--- config.mk ---
export PLATFORM = sky130hd
export DESIGN_NAME = neuron_vec
export DESIGN_NICKNAME = d
export VERILOG_FILES = /design/src/rtl/neuron_pkg.sv /design/src/rtl/neuron_lane_mult.sv /design/src/rtl/neuron_vec.sv
export SDC_FILE = /design/constraint.sdc
export NUM_CORES = 2
export LEC_CHECK = 0
export BUFFER_PORTS_ARGS = -buffer_cell sky130_fd_sc_hd__buf_2
export CORE_MARGIN = 4
export CORE_UTILIZATION = 28
export DETAILED_ROUTE_END_ITERATION = 12
export PLACE_DENSITY_LB_ADDON = 0.2
export REMOVE_ABC_BUFFERS = 1
export SLEW_MARGIN = 20
export SYNTH_ARGS = -nofsm -noshare
export SYNTH_HDL_FRONTEND = slang
export SYNTH_HIERARCHICAL = 1
export SYNTH_SLANG_ARGS = --single-unit
--- constraint.sdc ---
create_clock -name clk -period 10 [get_ports clk]
set_input_delay 2 -clock clk [delete_from_list [all_inputs] [get_ports clk]]
set_output_delay 2 -clock clk [all_outputs]
set_load 0.02 [all_outputs]
--- src/rtl/neuron_pkg.sv ---
// Shared types and arithmetic for the vector neuron.
// No latency: types, encodings and a combinational round/saturate helper.
// No backpressure: this package holds no logic.
package neuron_pkg;

  // Evaluation sequencing: take beats, drain the multiply/add pipe, present the result.
  typedef enum logic [1:0] {
    ST_IDLE  = 2'd0,
    ST_ACCUM = 2'd1,
    ST_FLUSH = 2'd2,
    ST_OUT   = 2'd3
  } state_t;

  // act_sel encodings.
  typedef enum logic {
    ACT_RELU   = 1'b0,
    ACT_LINEAR = 1'b1
  } act_t;

  // Working width of the rounding helper; the accumulator must fit inside it.
  localparam int SUM_W = 64;

  // Round half up by frac_w bits, optionally clamp negatives to zero, then
  // saturate to the signed data_w range. The caller truncates to data_w.
  function automatic logic signed [SUM_W-1:0] round_sat(
    input logic signed [SUM_W-1:0] sum,
    input int                      frac_w,
    input int                      data_w,
    input logic                    relu
  );
    logic signed [SUM_W-1:0] r;
    logic signed [SUM_W-1:0] max_v;
    logic signed [SUM_W-1:0] min_v;
    r     = (sum + (64'sd1 <<< (frac_w - 1))) >>> frac_w;
    max_v = (64'sd1 <<< (data_w - 1)) - 64'sd1;
    min_v = -(64'sd1 <<< (data_w - 1));
    if (relu && (r < 0)) r = '0;
    if (r > max_v)      r = max_v;
    else if (r < min_v) r = min_v;
    return r;
  endfunction

endpackage

--- src/rtl/neuron_lane_mult.sv ---
// One lane: registered signed multiply with a force-to-zero mask for padding lanes.
// Latency 1 cycle from load to prod.
// No backpressure: prod only updates when load is high and holds otherwise.
//
// Ports: clk, rst (sync active-low), load (beat accepted), zero (lane is padding),
//        a/b (signed operands), prod (registered signed 2*DATA_W product).
module neuron_lane_mult
  import neuron_pkg::*;
#(
  parameter int DATA_W = 16
) (
  input  logic                       clk,
  input  logic                       rst,
  input  logic                       load,
  input  logic                       zero,
  input  logic signed [DATA_W-1:0]   a,
  input  logic signed [DATA_W-1:0]   b,
  output logic signed [2*DATA_W-1:0] prod
);

  localparam int PW = 2 * DATA_W;

  always_ff @(posedge clk) begin
    if (!rst) begin
      prod <= '0;
    end else if (load) begin
      prod <= zero ? '0 : PW'(a) * PW'(b);
    end
  end

endmodule

--- src/rtl/neuron_vec.sv ---
// Fixed-point neuron: dot product of NUM_INPUTS data/weight pairs, plus bias, ReLU or linear.
// Latency: out_valid rises 3 cycles after the last input beat transfers.
// Backpressure: in_ready is low from the last beat until the result is taken; out_data holds while out_ready is low.
//
// Ports: clk, rst (sync active-low); data_in/weight_in (LANES packed signed, lane 0 in LSBs),
//        bias_in/act_sel (sampled on the first beat), in_valid/in_ready (beat handshake),
//        out_data/out_valid/out_ready (result handshake).
module neuron_vec
  import neuron_pkg::*;
#(
  parameter int DATA_W     = 16,
  parameter int FRAC_W     = 15,
  parameter int LANES      = 4,
  parameter int NUM_INPUTS = 784,
  parameter int ACC_W      = 48
) (
  input  logic                      clk,
  input  logic                      rst,
  input  logic [LANES*DATA_W-1:0]   data_in,
  input  logic [LANES*DATA_W-1:0]   weight_in,
  input  logic [DATA_W-1:0]         bias_in,
  input  logic                      act_sel,
  input  logic                      in_valid,
  output logic                      in_ready,
  output logic [DATA_W-1:0]         out_data,
  output logic                      out_valid,
  input  logic                      out_ready
);

  localparam int BEATS  = (NUM_INPUTS + LANES - 1) / LANES;
  // Number of real lanes on the final beat; the rest are padding.
  localparam int LAST_N = NUM_INPUTS - (BEATS - 1) * LANES;
  localparam int CNT_W  = (BEATS > 1) ? $clog2(BEATS) : 1;
  localparam int PW     = 2 * DATA_W;

  if ((NUM_INPUTS < 1) || (FRAC_W < 1) || (FRAC_W >= DATA_W) || (ACC_W > SUM_W) ||
      (ACC_W < 2 * DATA_W + $clog2(NUM_INPUTS))) begin : g_param_err
    $error("neuron_vec: illegal parameter combination");
  end

  state_t                    state;
  state_t                    state_nxt;
  logic [CNT_W-1:0]          beat_cnt;
  logic                      flush_cnt;
  logic                      in_fire;
  logic                      first_beat;
  logic                      last_beat;
  logic                      p_vld;
  logic                      load_sum;
  logic                      load_out;
  logic                      out_fire;
  logic signed [PW-1:0]      prod [LANES];
  logic signed [ACC_W-1:0]   acc;
  logic signed [ACC_W-1:0]   psum;
  logic signed [ACC_W-1:0]   sum_q;
  logic signed [ACC_W-1:0]   bias_sh;
  logic signed [DATA_W-1:0]  bias_q;
  act_t                      act_q;
  logic [DATA_W-1:0]         res;

  assign in_fire    = in_valid & in_ready;
  assign first_beat = (beat_cnt == '0);
  assign last_beat  = (beat_cnt == CNT_W'(BEATS - 1));

  // Stage 1: per-lane registered products.
  for (genvar i = 0; i < LANES; i++) begin : g_lane
    localparam bit PAD = (i >= LAST_N);
    neuron_lane_mult #(.DATA_W(DATA_W)) u_mult (
      .clk  (clk),
      .rst  (rst),
      .load (in_fire),
      .zero (last_beat & PAD),
      .a    (data_in[i*DATA_W +: DATA_W]),
      .b    (weight_in[i*DATA_W +: DATA_W]),
      .prod (prod[i])
    );
  end

  // Stage 2 adder tree input: sign-extended lane products.
  always_comb begin
    psum = '0;
    for (int i = 0; i < LANES; i++) begin
      psum = psum + ACC_W'(prod[i]);
    end
  end

  // Bias is aligned to the product binary point (2*FRAC_W fractional bits).
  assign bias_sh = ACC_W'(bias_q) <<< FRAC_W;
  assign res     = DATA_W'(round_sat(SUM_W'(sum_q), FRAC_W, DATA_W, act_q == ACT_RELU));

  // FSM: state register.
  always_ff @(posedge clk) begin
    if (!rst) state <= ST_IDLE;
    else      state <= state_nxt;
  end

  // FSM: next state.
  always_comb begin
    state_nxt = state;
    case (state)
      ST_IDLE, ST_ACCUM: if (in_fire)   state_nxt = last_beat ? ST_FLUSH : ST_ACCUM;
      ST_FLUSH:          if (flush_cnt) state_nxt = ST_OUT;
      ST_OUT:            if (out_fire)  state_nxt = ST_IDLE;
      default:                          state_nxt = ST_IDLE;
    endcase
  end

  // FSM: outputs and datapath strobes.
  always_comb begin
    in_ready = rst && ((state == ST_IDLE) || (state == ST_ACCUM));
    load_sum = (state == ST_FLUSH) && flush_cnt;
    load_out = (state == ST_OUT) && !out_valid;
    out_fire = out_valid && out_ready;
  end

  always_ff @(posedge clk) begin
    if (!rst) begin
      beat_cnt  <= '0;
      flush_cnt <= 1'b0;
      p_vld     <= 1'b0;
      acc       <= '0;
      sum_q     <= '0;
      bias_q    <= '0;
      act_q     <= ACT_RELU;
      out_valid <= 1'b0;
      out_data  <= '0;
    end else begin
      p_vld <= in_fire;
      if (in_fire) beat_cnt <= last_beat ? '0 : beat_cnt + 1'b1;
      if (in_fire && first_beat) begin
        bias_q <= bias_in;
        act_q  <= act_t'(act_sel);
      end
      // First FLUSH cycle lets the final products land in acc; second one forms the sum.
      flush_cnt <= (state == ST_FLUSH) ? ~flush_cnt : 1'b0;
      if (out_fire)   acc <= '0;
      else if (p_vld) acc <= acc + psum;
      if (load_sum) sum_q <= acc + bias_sh;
      if (load_out) begin
        out_valid <= 1'b1;
        out_data  <= res;
      end else if (out_fire) begin
        out_valid <= 1'b0;
      end
    end
  end

endmodule

[Word level (Yosys, flattened, before mapping)]
Index checks and enable logic that the tools add are counted.
Storage, ports and cells
  register bits after elaboration: 270
  output and inout bits: 18
  logic and storage cells: 65
Cells by class
  $add $sub $neg: 7
  $mul: 4
  $lt $le $gt $ge: 3
  equality and inequality tests: 7
  mux-type cells: 11
  bitwise operators: 4
  reductions and logical operators: 15
Operator list (count)
  $mul A16 B16 Y32: 4
  $gt A64 B16 Y1 const B: 1
  $lt A64 B16 Y1 const B: 1
  $mux W64: 1
  $add A48 B16 Y49 const B: 1
  $add A48 B31 Y48: 1
  $add A48 B35 Y48: 1
  $add A34 B32 Y35: 1
  $add A33 B32 Y34: 1
  $lt A34 B1 Y1 const B: 1
  $add A32 B32 Y33: 1
  $mux W16: 2
  $add A8 B1 Y8 const B: 1
  $eq A8 B8 Y1 const B: 1
  $logic_not A8 Y1: 1
  $mux W2: 4
  $mux W8: 1
  $logic_and A1 B1 Y1: 6
  $ne A2 B2 Y1 const B: 3
  $pmux W2 S3: 1
  $eq A2 B2 Y1 const B: 2
  $reduce_or A2 Y1: 2
  $not A1 Y1: 3
  $reduce_and A3 Y1: 1
  other kinds (8): 9

[Longest topological paths before layout]
  depth in word-level cells: 7
  depth in mapped cells: 23
  mapped depth without buffers: 22

[Cells and area by module]
Netlist, hierarchy kept.
By module, submodules not included
  neuron_lane_mult (g_lane[0].u_mult ...): times used 3, cells each 1275, area each 11244.5 µm², sequential area each 640.6 µm²
  neuron_vec: times used 1, cells each 1560, area each 12721.0 µm², sequential area each 2562.5 µm²
  neuron_lane_mult (g_lane[3].u_mult): times used 1, cells each 1237, area each 11126.9 µm², sequential area each 640.6 µm²

[Worst setup path before layout]
Ideal clock, no wire load.
  path type: input to register
  start point: input port weight_in[15]
  end point: register g_lane[0].u_mult.prod[25]
  data arrival time: 7504 ps
  data required time: 9883 ps
  path slack: 2378 ps
  stages on the path: 20
  path buffers: 2
  cell sequence: inv_1 -> clkbuf_1 -> nor2_1 -> fa_1 -> fa_1 -> fa_1 -> fa_1 -> fa_1 -> inv_1 -> fa_1 -> inv_1 -> ha_1 -> buf_2 -> a21o_1 -> o21ba_2 -> o21ai_0 -> a21o_1 -> o21a_1 -> or3_1 -> a32o_1
On the way
  cells in the longest elaborated chain, start to end: 1
Ends and longest elaborated chain
  start, declared: line neuron_vec.sv:20  | input logic [LANES*DATA_W-1:0] weight_in,
  $mul A16 B16 Y32: line neuron_lane_mult.sv:27  | prod <= zero ? '0 : PW'(a) * PW'(b);
  end signal, assigned: line neuron_lane_mult.sv:27
  end, declared: line neuron_lane_mult.sv:18  | output logic signed [2*DATA_W-1:0] prod
No other way between the ends.
A chain may end at the register's enable or synchronous reset.

[Worst setup path after layout]
  start point: input port weight_in[47]
  end point: register g_lane[2].u_mult.prod[31]
On the way
  cells in the longest elaborated chain, start to end: 1
Ends and longest elaborated chain (line)
  $mul A16 B16 Y32: neuron_lane_mult.sv:27
  end signal, assigned: neuron_lane_mult.sv:27
  end, declared: neuron_lane_mult.sv:18
No other way between the ends.

==> impl_metrics.csv <==
group,metric,value,unit
run_status,status,"finished, final reports clean",
clocking,cts_resized,0,
place,dp_cells,9285,
timing,slew_violations,0,
final_layout,layout_commonest_cell,"inv_1",
logic_synthesis,synth_area,57580,um^2
die,io_pins,167,
die,dieWidth,461.5,um
global_routing,grt_pass1_vias,45396,
timing,slew_headroom,37.87,%
critical_path,crit_slowest_cell,"fa_1",
critical_path,worst_r2r_startpoint,"g_lane[3].u_mult/prod[1]",
die,die_area,213000,um^2
global_routing,grt_max_degree,54,
clocking,cts_root_buf,"clkbuf_16",
timing,setup_viol,0,
global_routing,grt_first_pass_wirelength,257800,um
logic_synthesis,yosys_warnings,6,
clocking,post_cts_buffers,0,
logic_synthesis,ys_ff_latch,256,
die,die_height,461.5,um
routing,wl,159300,um
critical_path,critPathMaxFanout,13,
critical_path,crit_chain,"buf_2, inv_1, nor2_1, fa_1, fa_1, fa_1, fa_1, fa_1, inv_1, fa_1, inv_1, ha_1, a21o_1, a2111oi_0, o31ai_1, a211o_1, a21oi_2, a2111o_1, o211ai_1",
global_routing,antenna_found_initial,8,
logic_synthesis,syn_inst,6622,
logic_synthesis,synth_edf_count,0,
clocking,cts_tree,"yes",
timing,hold_violations,0,
global_routing,overflow,0,
clocking,clockBufferDepth,3,
clocking,numClockSinks,256,
clocking,hold_buffers,0,
critical_path,arrival,8.11,ns
logic_synthesis,async_flop_share,0,%
place,dp_hpwl,131500,um
final_layout,final-instance-count-excl-fill,9349,
critical_path,worst_path_largest_cell_delay,0.55,ns
critical_path,crit_start,"weight_in[47]",
critical_path,r2r_end,"acc[47]",
timing,tns,0,ns
routing,vias,42521,
routing,remaining_drc_errors,0,
routing,first_iter_violations,2027,
critical_path,cp-start-kind,"primary input",
critical_path,critPathCaptureType,"flop",
routing,post_drt_wl_per_cell,17.04,um
run,cap_viol_max_count,0,
timing,worst_pin_slew,0.9085,ns
critical_path,critPathRequiredTime,10.42,ns
logic_synthesis,avgSynthCellArea,8.695,um^2
global_routing,grt.total_usage,15.26,%
clocking,cts_buffers,34,
final_layout,layout.nets,8354,
place,numPortBuffers,166,
critical_path,critPathKind,"primary input to flop",
final_layout,drive_gt1_share,4.567,%
die,core_area,204600,um^2
critical_path,r2r_cells,17,
clocking,cts_htree_levels,2,
timing,fmax,130.0,MHz
clocking,clk_pin_slew,0.06,ns
final_layout,synthToLayoutAreaGrowth,8.070,%
clocking,clk_latency,0.56,ns
timing,finalClockSkew,0.02841,ns
timing,fin_crit_sh,76.91,%
die,start_util,28.15,%
timing,rsz0062_at_grt,"no",
routing,via_per_inst,4.548,
routing,ant_nets,0,
critical_path,cp-endpoint,"g_lane[2].u_mult/prod[31]",
final_layout,mostFrequentLayoutCells,"1575 x inv_1, 1159 x fa_1, 745 x nand2_1",
routing,firstDrtPassIters,7,
logic_synthesis,ys_seq_area_share,8.900,%
place,gp_congestion,0.8452,
logic_synthesis,ys_types,95,
min_path,hp-class,"flop to flop",
logic_synthesis,synthFlopType,"dfxtp_1",
timing,min_period,7.691,ns
die,row_count,166,
critical_path,crit_top_cell,"fa_1",
critical_path,r2r_slack,4.88,ns
[worst min-delay path by stage]
| stage | slack (ns) | end | from | cells past startpoint |
|---|---|---|---|---|
| after floorplan | 0.43 | g_lane[1].u_mult/prod[12] | g_lane[1].u_mult/prod[12] | 2 |
| after global placement | 0.44 | g_lane[2].u_mult/prod[18] | g_lane[2].u_mult/prod[18] | 2 |
| after detailed placement | 0.45 | g_lane[3].u_mult/prod[23] | g_lane[3].u_mult/prod[23] | 2 |
| after CTS | 0.46 | g_lane[3].u_mult/prod[23] | g_lane[3].u_mult/prod[23] | 2 |
| after global routing | 0.48 | g_lane[2].u_mult/prod[17] | g_lane[2].u_mult/prod[17] | 2 |
| final | 0.45 | g_lane[3].u_mult/prod[23] | g_lane[3].u_mult/prod[23] | 2 |
[layer usage]
layer | global-route usage (%) | wire (um)
met5 | 0 | 48
met1 | 21.62 | 75550
met3 | 1.312 | 5269
met4 | 2.086 | 1972
met2 | 25.90 | 76430
[stage by stage]
stage	hold slack [ns]	cell area (um^2)	worst slack [ns]	utilization, %
after global routing	0.4833	62220	1.943	30.41
final	0.4519	62230	2.309	30.42
after detailed placement	0.4462	61100	1.747	29.86
after CTS	0.4590	62210	2.312	30.41
after global placement	0.4415	61100	1.840	29.86
after floorplan	0.4250	56790	2.555	-
[cell usage after synthesis (22+ instances only)]
| library cell | instances | area (um^2) |
|---|---|---|
| and3_1 | 30 | 187.7 |
| a21boi_0 | 34 | 255.2 |
| dfxtp_1 | 256 | 5125 |
| ha_1 | 412 | 5155 |
| fa_1 | 1160 | 23220 |
| nor2b_1 | 45 | 281.5 |
| xor2_1 | 74 | 648.1 |
| a21oi_1 | 198 | 991.0 |
| and2_1 | 552 | 3453 |
| a21o_1 | 68 | 510.5 |
| o21bai_1 | 29 | 217.7 |
| o21a_1 | 53 | 397.9 |
| nand2b_1 | 52 | 325.3 |
| o21ai_0 | 206 | 1031 |
| o211ai_1 | 22 | 165.2 |
| mux2i_1 | 41 | 410.4 |
| nand4_1 | 41 | 256.5 |
| inv_1 | 1575 | 5912 |
| nor2_1 | 228 | 855.8 |
| nor3_1 | 44 | 220.2 |
| nand2_1 | 745 | 2796 |
| a211oi_1 | 29 | 217.7 |
| clkbuf_1 | 215 | 807.0 |
| xnor2_1 | 128 | 1121 |
| nand3_1 | 62 | 310.3 |
[worst max-delay path, delay by kind of cell]
family | cells | cell delay, ns
AND/OR/NAND/NOR | 1 | 0.16
AO/OA/AOI/OAI | 7 | 1.69
adder cells (fa/ha/maj) | 7 | 3.58
buffers and inverters | 4 | 0.68
[flip-flops by register name, summed over array words and instances, names as in the netlist]
name                flops
acc                    48
state                   2
out_data               16
out_valid               1
bias_q                 16
flush_cnt               1
g_lane.u_mult/prod    128
sum_q                  34
act_q                   1
beat_cnt                8
p_vld                   1
[area by class of cell]
type / count / area (um^2)
fillers: 21888 / 142400
multi-input cells: 4583 / 45750
inverters: 1578 / 5923
flip-flops and latches: 256 / 5126
well taps: 2688 / 3363
clock buffers: 52 / 1040
repair buffers: 180 / 938.4
clock inverters: 8 / 76.32
diodes: 4 / 10.01
[cells by family (layout without fill, tap and decap cells)]
group,count (synthesis),after routing,share of synthesized area [%]
compound gates,847,847,9.809
xor+xnor,202,202,3.073
fa+ha+maj,1572,1572,49.28
buf+inv,1808,1818,11.82
flops,256,256,8.900
mux,43,43,0.7583
other cells,1,30,0.006513
simple gates,1893,1893,16.35
Power is not shown: default switching activity piles up to over one toggle a cycle in this logic, so the estimate is an artifact.
